===== src/rtl/tcdm_cmd_split.sv =====
// tcdm_cmd_split
//   Splits one TCDM transfer of arbitrary length into a sequence of
//   commands, none of which crosses a BURST_BYTES-aligned boundary.
//   The commands go to the beat unpacker over a req/gnt handshake, one
//   command at a time.
//
// Ports
//   clk_i, rst_ni             clock (rising edge), async active-low reset
//   trans_{opc,len,add,sid}_i transfer payload (len = bytes - 1)
//   trans_req_i / trans_gnt_o transfer handshake
//   cmd_{opc,len,add,sid}_o   command payload (len = bytes - 1)
//   cmd_last_o                final command of the transfer
//   cmd_req_o / cmd_gnt_i     command handshake
//   busy_o                    a split is in progress
//
// Configuration
//   TCDM_CMD_SPLIT_BYPASS_EN  when defined, the first command is presented
//                             combinationally from the transfer inputs in
//                             IDLE (zero latency). Otherwise the first
//                             command follows acceptance by one cycle.
module tcdm_cmd_split #(
    parameter int unsigned TRANS_SID_WIDTH = 2,
    parameter int unsigned TCDM_ADD_WIDTH  = 12,
    parameter int unsigned TCDM_OPC_WIDTH  = 12,
    parameter int unsigned MCHAN_LEN_WIDTH = 15,
    parameter int unsigned BURST_BYTES     = 128
) (
    input  logic                       clk_i,
    input  logic                       rst_ni,
    input  logic [TCDM_OPC_WIDTH-1:0]  trans_opc_i,
    input  logic [MCHAN_LEN_WIDTH-1:0] trans_len_i,
    input  logic [TCDM_ADD_WIDTH-1:0]  trans_add_i,
    input  logic [TRANS_SID_WIDTH-1:0] trans_sid_i,
    input  logic                       trans_req_i,
    output logic                       trans_gnt_o,
    output logic [TCDM_OPC_WIDTH-1:0]  cmd_opc_o,
    output logic [MCHAN_LEN_WIDTH-1:0] cmd_len_o,
    output logic [TCDM_ADD_WIDTH-1:0]  cmd_add_o,
    output logic [TRANS_SID_WIDTH-1:0] cmd_sid_o,
    output logic                       cmd_last_o,
    output logic                       cmd_req_o,
    input  logic                       cmd_gnt_i,
    output logic                       busy_o
);

    localparam int unsigned OFF   = $clog2(BURST_BYTES);
    localparam int unsigned REM_W = MCHAN_LEN_WIDTH + 1;
    // Wide enough for both the remaining byte count and BURST_BYTES itself.
    localparam int unsigned CW    = (REM_W > OFF + 1) ? REM_W : OFF + 1;

    typedef enum logic {
        IDLE  = 1'b0,
        SPLIT = 1'b1
    } state_e;

    state_e                     state_q, state_d;
    logic [TCDM_ADD_WIDTH-1:0]  cur_add_q, cur_add_d;
    logic [REM_W-1:0]           rem_q, rem_d;
    logic [TCDM_OPC_WIDTH-1:0]  opc_q, opc_d;
    logic [TRANS_SID_WIDTH-1:0] sid_q, sid_d;

    // Source of the command being presented: registers while splitting,
    // the transfer inputs in IDLE when the bypass is built in.
    logic [TCDM_ADD_WIDTH-1:0]  src_add;
    logic [REM_W-1:0]           src_rem;
    logic [TCDM_OPC_WIDTH-1:0]  src_opc;
    logic [TRANS_SID_WIDTH-1:0] src_sid;

    logic [REM_W-1:0]           trans_rem;
    logic [OFF-1:0]             src_off;
    logic [CW-1:0]              room;
    logic [CW-1:0]              rem_ext;
    logic [REM_W-1:0]           chunk;
    logic                       last_c;
    logic [TCDM_ADD_WIDTH-1:0]  nxt_add;
    logic [REM_W-1:0]           nxt_rem;

    // Extra bit keeps all-ones length from overflowing.
    assign trans_rem = REM_W'(trans_len_i) + REM_W'(1);

`ifdef TCDM_CMD_SPLIT_BYPASS_EN
    always_comb begin
        if (state_q == IDLE) begin
            src_add = trans_add_i;
            src_rem = trans_rem;
            src_opc = trans_opc_i;
            src_sid = trans_sid_i;
        end else begin
            src_add = cur_add_q;
            src_rem = rem_q;
            src_opc = opc_q;
            src_sid = sid_q;
        end
    end
`else
    assign src_add = cur_add_q;
    assign src_rem = rem_q;
    assign src_opc = opc_q;
    assign src_sid = sid_q;
`endif

    // Chunk = bytes left before the next burst boundary, capped by rem.
    assign src_off = src_add[OFF-1:0];
    assign room    = CW'(BURST_BYTES) - CW'(src_off);
    assign rem_ext = CW'(src_rem);
    assign chunk   = REM_W'((rem_ext < room) ? rem_ext : room);
    assign last_c  = (chunk == src_rem);
    // Address wraps silently modulo 2^TCDM_ADD_WIDTH.
    assign nxt_add = src_add + TCDM_ADD_WIDTH'(chunk);
    assign nxt_rem = src_rem - chunk;

    // State and context registers.
    always_ff @(posedge clk_i or negedge rst_ni) begin
        if (!rst_ni) begin
            state_q   <= IDLE;
            cur_add_q <= '0;
            rem_q     <= '0;
            opc_q     <= '0;
            sid_q     <= '0;
        end else begin
            state_q   <= state_d;
            cur_add_q <= cur_add_d;
            rem_q     <= rem_d;
            opc_q     <= opc_d;
            sid_q     <= sid_d;
        end
    end

    // Next-state and handshake/payload outputs.
    always_comb begin
        state_d     = state_q;
        cur_add_d   = cur_add_q;
        rem_d       = rem_q;
        opc_d       = opc_q;
        sid_d       = sid_q;
        trans_gnt_o = 1'b0;
        cmd_req_o   = 1'b0;
        cmd_last_o  = 1'b0;
        cmd_add_o   = '0;
        cmd_len_o   = '0;
        cmd_opc_o   = '0;
        cmd_sid_o   = '0;

        unique case (state_q)
            IDLE: begin
`ifdef TCDM_CMD_SPLIT_BYPASS_EN
                trans_gnt_o = cmd_gnt_i;
                cmd_req_o   = trans_req_i;
                cmd_last_o  = last_c;
                cmd_add_o   = src_add;
                cmd_len_o   = MCHAN_LEN_WIDTH'(chunk - REM_W'(1));
                cmd_opc_o   = src_opc;
                cmd_sid_o   = src_sid;
                // Single-chunk transfers complete here without leaving IDLE.
                if (trans_req_i && cmd_gnt_i && !last_c) begin
                    cur_add_d = nxt_add;
                    rem_d     = nxt_rem;
                    opc_d     = trans_opc_i;
                    sid_d     = trans_sid_i;
                    state_d   = SPLIT;
                end
`else
                trans_gnt_o = 1'b1;
                if (trans_req_i) begin
                    cur_add_d = trans_add_i;
                    rem_d     = trans_rem;
                    opc_d     = trans_opc_i;
                    sid_d     = trans_sid_i;
                    state_d   = SPLIT;
                end
`endif
            end
            SPLIT: begin
                cmd_req_o  = 1'b1;
                cmd_last_o = last_c;
                cmd_add_o  = src_add;
                cmd_len_o  = MCHAN_LEN_WIDTH'(chunk - REM_W'(1));
                cmd_opc_o  = src_opc;
                cmd_sid_o  = src_sid;
                if (cmd_gnt_i) begin
                    cur_add_d = nxt_add;
                    rem_d     = nxt_rem;
                    if (last_c) begin
                        state_d = IDLE;
                    end
                end
            end
            default: begin
                state_d = IDLE;
            end
        endcase
    end

    assign busy_o = (state_q == SPLIT);

endmodule


===== config.mk =====
export PLATFORM = sky130hd
export DESIGN_NAME = tcdm_cmd_split
export DESIGN_NICKNAME = d
export VERILOG_FILES = /design/src/rtl/tcdm_cmd_split.sv
export SDC_FILE = /design/constraint.sdc
export NUM_CORES = 1
export LEC_CHECK = 0
export CORE_ASPECT_RATIO = 1.1
export CORE_MARGIN = 10
export CORE_UTILIZATION = 52
export CTS_CLUSTER_SIZE = 14
export DETAILED_ROUTE_END_ITERATION = 10
export PLACE_DENSITY = 0.93
export SLEW_MARGIN = 15
export SYNTH_ARGS = -nofsm -noshare
export SYNTH_HDL_FRONTEND = slang
export SYNTH_SLANG_ARGS = --single-unit
export TNS_END_PERCENT = 30

===== constraint.sdc =====
create_clock -name clk_i -period 5.48 [get_ports clk_i]
set_input_delay 1.096 -clock clk_i [delete_from_list [all_inputs] [get_ports clk_i]]
set_output_delay 1.096 -clock clk_i [all_outputs]
set_load 0.005 [all_outputs]

* Yosys cells after proc, flatten, opt, wreduce, memory -nomap -nowiden *
Index checks and enable logic that the tools add are counted.

storage, ports and cells
  register bits = 43
  input bits = 45
  output and inout bits = 45
  logic and storage cells = 35

cells by class
  add/sub/neg operators = 5
  order comparisons = 1
  eq/ne operators = 3
  multiplexer cells = 18
  bitwise gates (word level) = 1
  reduce and logical (&&, ||, !) cells = 2

operators with widths
  cell                                                                   number
  12-bit 2-to-1 mux                                                      4
  16-bit 2-to-1 mux                                                      3
  16-bit case mux with 2 select lines                                    1
  12-bit case mux with 2 select lines                                    1
  15-bit by 1-bit adder with 16-bit output (second input constant)       1
  16-bit equality test                                                   1
  16-bit less-than comparator                                            1
  16-bit subtractor                                                      1
  15-bit 2-to-1 mux                                                      1
  15-bit by 1-bit subtractor with 15-bit output (second input constant)  1
  12-bit adder                                                           1
  8-bit by 7-bit subtractor with 9-bit output (first input constant)     1
  1-bit 2-to-1 mux                                                       6
  2-bit != test (second input constant)                                  2
  2-bit AND reduction                                                    2
  2-bit 2-to-1 mux                                                       1
  1-bit case mux with 2 select lines                                     1
  1-bit inverter                                                         1

* Depth between registers and ports, before layout *
  depth in word-level cells = 7
  gate-level depth with buffers = 22
  mapped depth without buffers = 21

* Least setup slack after synthesis *
Ideal clock, no wire load.

  path kind = flip-flop to output port
  from = register cur_add_q[0]
  to = output cmd_len_o[6]
  arrival time = 3.714 ns
  required time = 4.384 ns
  slack = 0.670 ns
  stages on the path, launching flop included = 20
  path buffers = 2
  cells stage by stage = dfrtp_1 inv_1 ha_1 nor3b_1 nand2b_1 xor2_1 inv_1 ha_1 nand4_1 o21ai_2 buf_2 buf_2 nor2_1 a21oi_1 ha_1 nand2_1 nor4_1 xor2_1 o21ai_0 a21oi_1

between the ends
  cells in the longest elaborated chain, start to end = 5

RTL lines
  what                                             RTL line  source
  start: declaration                               57        logic [TCDM_ADD_WIDTH-1:0] cur_add_q, cur_add_d;
  start signal: assignment                         122       cur_add_q <= cur_add_d;
  8-bit by 7-bit subtractor with 9-bit output *    104       assign room = CW'(BURST_BYTES) - CW'(src_off);
  16-bit less-than comparator                      106       assign chunk = REM_W'((rem_ext < room) ? rem_ext : room);
  16-bit 2-to-1 mux *                              106
  15-bit by 1-bit subtractor with 15-bit output *  177       cmd_len_o = MCHAN_LEN_WIDTH'(chunk - REM_W'(1));
  15-bit 2-to-1 mux *                              144       unique case (state_q)
  end: declaration                                 37        output logic [MCHAN_LEN_WIDTH-1:0] cmd_len_o,

Every way passes the cells marked *; elsewhere a longest branch is shown, timed or not.

* Worst setup path after layout *
  from = register cur_add_q[3]
  to = output cmd_len_o[8]

The elaborated chain is that of the path after synthesis.

==> out/results.tsv <==
metric	value	unit
status	completed	
Hold Crit Endpoint	opc_q[11]$_DFFE_PN0P_	
Final Hold Viols	0	
Design Power	3.26	mW
clock tree buffer depth	2	
post-synthesis xor/xnor area fraction	8.42	%
# rows	33	
switch share	48.0	%
Adder-Cell Fraction of Synth Area	9.94	%
Buffers & Inverters on Critical Path	4	
cell-internal power	1.70	mW
Worst Max-Slew Pin Slew	1.05	ns
Crit Reg-Reg Startpoint	cur_add_q[3]$_DFFE_PN0P_	
EDFF count, synth	0	
area leader, netlist	dfrtp_1	
Setup Viol. Count Final	0	
Crit path largest cell delay	0.56	ns
Hold WC Path Type	flop to flop	
Reg power frac	18.1	%
number of synthesized register bits	43	
synth-to-layout area growth	31.0	%
WHS	0.482	ns
Detailed Place HPWL	9480	um
IO Pins	90	
post-route ant nets	0	
Initial DRC Count	244	
CP Class	flop to output port	
total gr overflow	0	
layout cells sized above 1	9.98	%
Peak Freq	0.187	GHz
Slowest-stage cell, CP	or4_4	
Max-Cap Viols	0	
Clock power frac	6.7	%
fin nets	686	
Setup crit end kind	output port	
top_reg_cell synth	dfrtp_1	
Worst-path clk slew	0.10	ns
period utilisation layout	97.8	%
ys async rst share	100	%
clock skew	0.00620	ns
full die area	11700	sq um
Post-CTS Hold Fix Bufs	0	
Max VDD drop	0.218	mV
Port Buffers	89	
wire per inst	17.4	um
Critical Path Source Type	flop	
WL final	12400	um
proportion of synthesized area in mux cells	5.03	%
reg2reg setup slack	0.65	ns
Remaining DRCs	0	
worst path cell trace	or4_4, o21a_1, nor2_2, inv_1, ha_1, a211oi_2, nor2_1, nor3b_2, o21ai_4, buf_4, a21oi_2, ha_2, buf_4, nand2_1, nor4_1, clkdlybuf4s50_1	
Initial Utilization	54.0	%
clk_lat worst skew	0.30	ns
share of the synthesized area in the top cell type	26.5	%
post-synthesis area per instance	7.87	sq um
RD Place Congestion	0.961	
Pre-antenna DRT Iters	4	
CTS tree	yes	
Synth Instances	515	
top post-synthesis cells by area	dfrtp_1 (27%), ha_1 (8.9%), nand2_1 (6.4%)	
H-tree depth	2	
Worst R2R Path Depth	19	
DP Area	5090	sq um
global-route wire length before repair	20500	um
Die X	104	um
relative slew slack	29.9	%
Via density	5.88	
most used cell, CP	buf_4	
Final Max Slew Viols	0	
Ys Warns	0	
Num CTS Buffers	5	
HP Start	opc_q[11]$_DFFE_PN0P_	
LEAKAGE	2.31	nW
total negative slack	0	ns
core footprint	7510	sq um
unrepaired setup endpoints after global routing	yes	
simple-gate portion of the synthesized area	27.2	%
clock root cell	clkbuf_8	
# fillers	601	
combinational power share	75.2	%
Compound-Gate Fraction of Synth Area	17.8	%
delay-heaviest family, CP	simple AND/OR/NAND/NOR gates	
Final Core Density	70.7	%
largest net degree at the start of global routing	44	
arrival time worst endpoint	4.27	ns
# diodes	0	
Required @ worst endpoint	4.38	ns
hold path depth	2	
DIE HEIGHT	113	um
number of antenna violations at the first check in global routing	0	
DR vias	4211	
crit-path max FO	6	
largest family of logic cells by synthesized area	simple AND/OR/NAND/NOR gates	
PwrDens	614	nW/um^2
Tot GR Track Use	20.5	%
Worst R2R End	cur_add_q[9]$_DFFE_PN0P_	
Psw	1.57	mW
final critical-path required period	5.36	ns
Cell variety after synth	63	
clock sink count	43	
post-route cell area	5310	sq um
mapped cell area	4060	sq um
sequential share of the synthesized area	26.5	%
vias in the first global route	4303	
[cell usage in the layout (no fill, tap or decap), types with 21 or more instances in the layout]
| cell type | count |
|---|---|
| buf_4 | 22 |
| a21oi_1 | 28 |
| dfrtp_1 | 42 |
| nand2_1 | 69 |
| xnor2_1 | 21 |
| clkdlybuf4s50_1 | 84 |
| inv_1 | 26 |
| and2_1 | 30 |
| nor2_1 | 34 |
| o21ai_0 | 30 |
| ha_1 | 26 |
[power groups by stage]
stage          logic (mW)  registers [mW]  clock network [mW]
3_5_place_dp         2.34           0.589                   0
4_1_cts              2.39           0.581               0.220
3_3_place_gp         2.26           0.578                   0
6_report             2.45           0.591               0.218
5_1_grt              2.73           0.607               0.233
2_1_floorplan        1.62           0.540                   0
[cells in the mapped netlist, drive strengths merged, types with 8 or more instances]
library cell and n:
ha 29, clkbuf 16, inv 26, a21oi 29, a211oi 10, nor2 35, xor2 18, buf 9
xnor2 21, nand2 69, nor4 12, nor3 16, and2 31, dfrtp 43, mux2i 14, nand3 13
o21ai 33, nand2b 8
[registers in the layout, indices dropped and copies added, names as in the netlist]
signal	cells
sid_q	2
cur_add_q	12
opc_q	12
rem_ext	16
busy_o	1
[cell type report]
type / count / area [sq um] / area share (%)
Inverter: 26 / 97.6 / 1.84
Sequential cell: 43 / 1080 / 20.3
Clock inverter: 3 / 23.8 / 0.447
Timing Repair Buffer: 111 / 1050 / 19.7
Clock buffer: 5 / 68.8 / 1.30
Tap cell: 105 / 131 / 2.47
Multi-Input combinational cell: 423 / 2870 / 54.0
[routing by layer]
layer / part of all wire, % / GRT usage, % / vias up
met5: 0 / 0 / -
met4: 2.4 / 7.34 / 0
met3: 9.3 / 6.01 / 30
met2: 47 / 35.9 / 188
met1: 41 / 23.2 / 1993
li1: - / - / 2000
[cell families after synthesis]
kind of cell               after synthesis
and+or+nand+nor                        218
muxes                                   19
adders and majority gates               31
DFF                                     43
other                                    1
xor gates and xnor gates                39
buffers and inverters                   51
AOI/OAI and AO/OA                      113
[worst min-delay path, stage by stage, from the launching register on]
cell     delay [ns]
dfrtp_1        0.35
nand2_1        0.05
nand2_1        0.06
[worst max-delay path by stage]
stage | from | endpoint | slack [ns] | depth (start not counted)
after floorplan | cur_add_q[0]$_DFFE_PN0P_ | cmd_len_o[6] | 0.67 | 19
after global placement | cur_add_q[3]$_DFFE_PN0P_ | cmd_len_o[6] | 0.23 | 18
after detailed placement | cur_add_q[3]$_DFFE_PN0P_ | cmd_len_o[6] | -0.06 | 18
after CTS | cur_add_q[0]$_DFFE_PN0P_ | cmd_len_o[10] | 0.07 | 16
after global routing | cur_add_q[2]$_DFFE_PN0P_ | cmd_len_o[14] | -0.07 | 16
final | cur_add_q[3]$_DFFE_PN0P_ | cmd_len_o[8] | 0.12 | 16
[repair_timing]
action | 4_1_cts | 5_1_grt
resized for setup | 11 | 13
setup buffers | 4 | 3
pin swaps | 2 | 6
setup endpoints to repair | 7 | 8
[stage by stage]
stage          cells  setup WS (ns)
2_1_floorplan    517          0.670
3_3_place_gp     701          0.230
3_5_place_dp     701        -0.0560
4_1_cts          713         0.0658
5_1_grt          716        -0.0713
6_report         716          0.119
(Power assumes the default switching activity.)
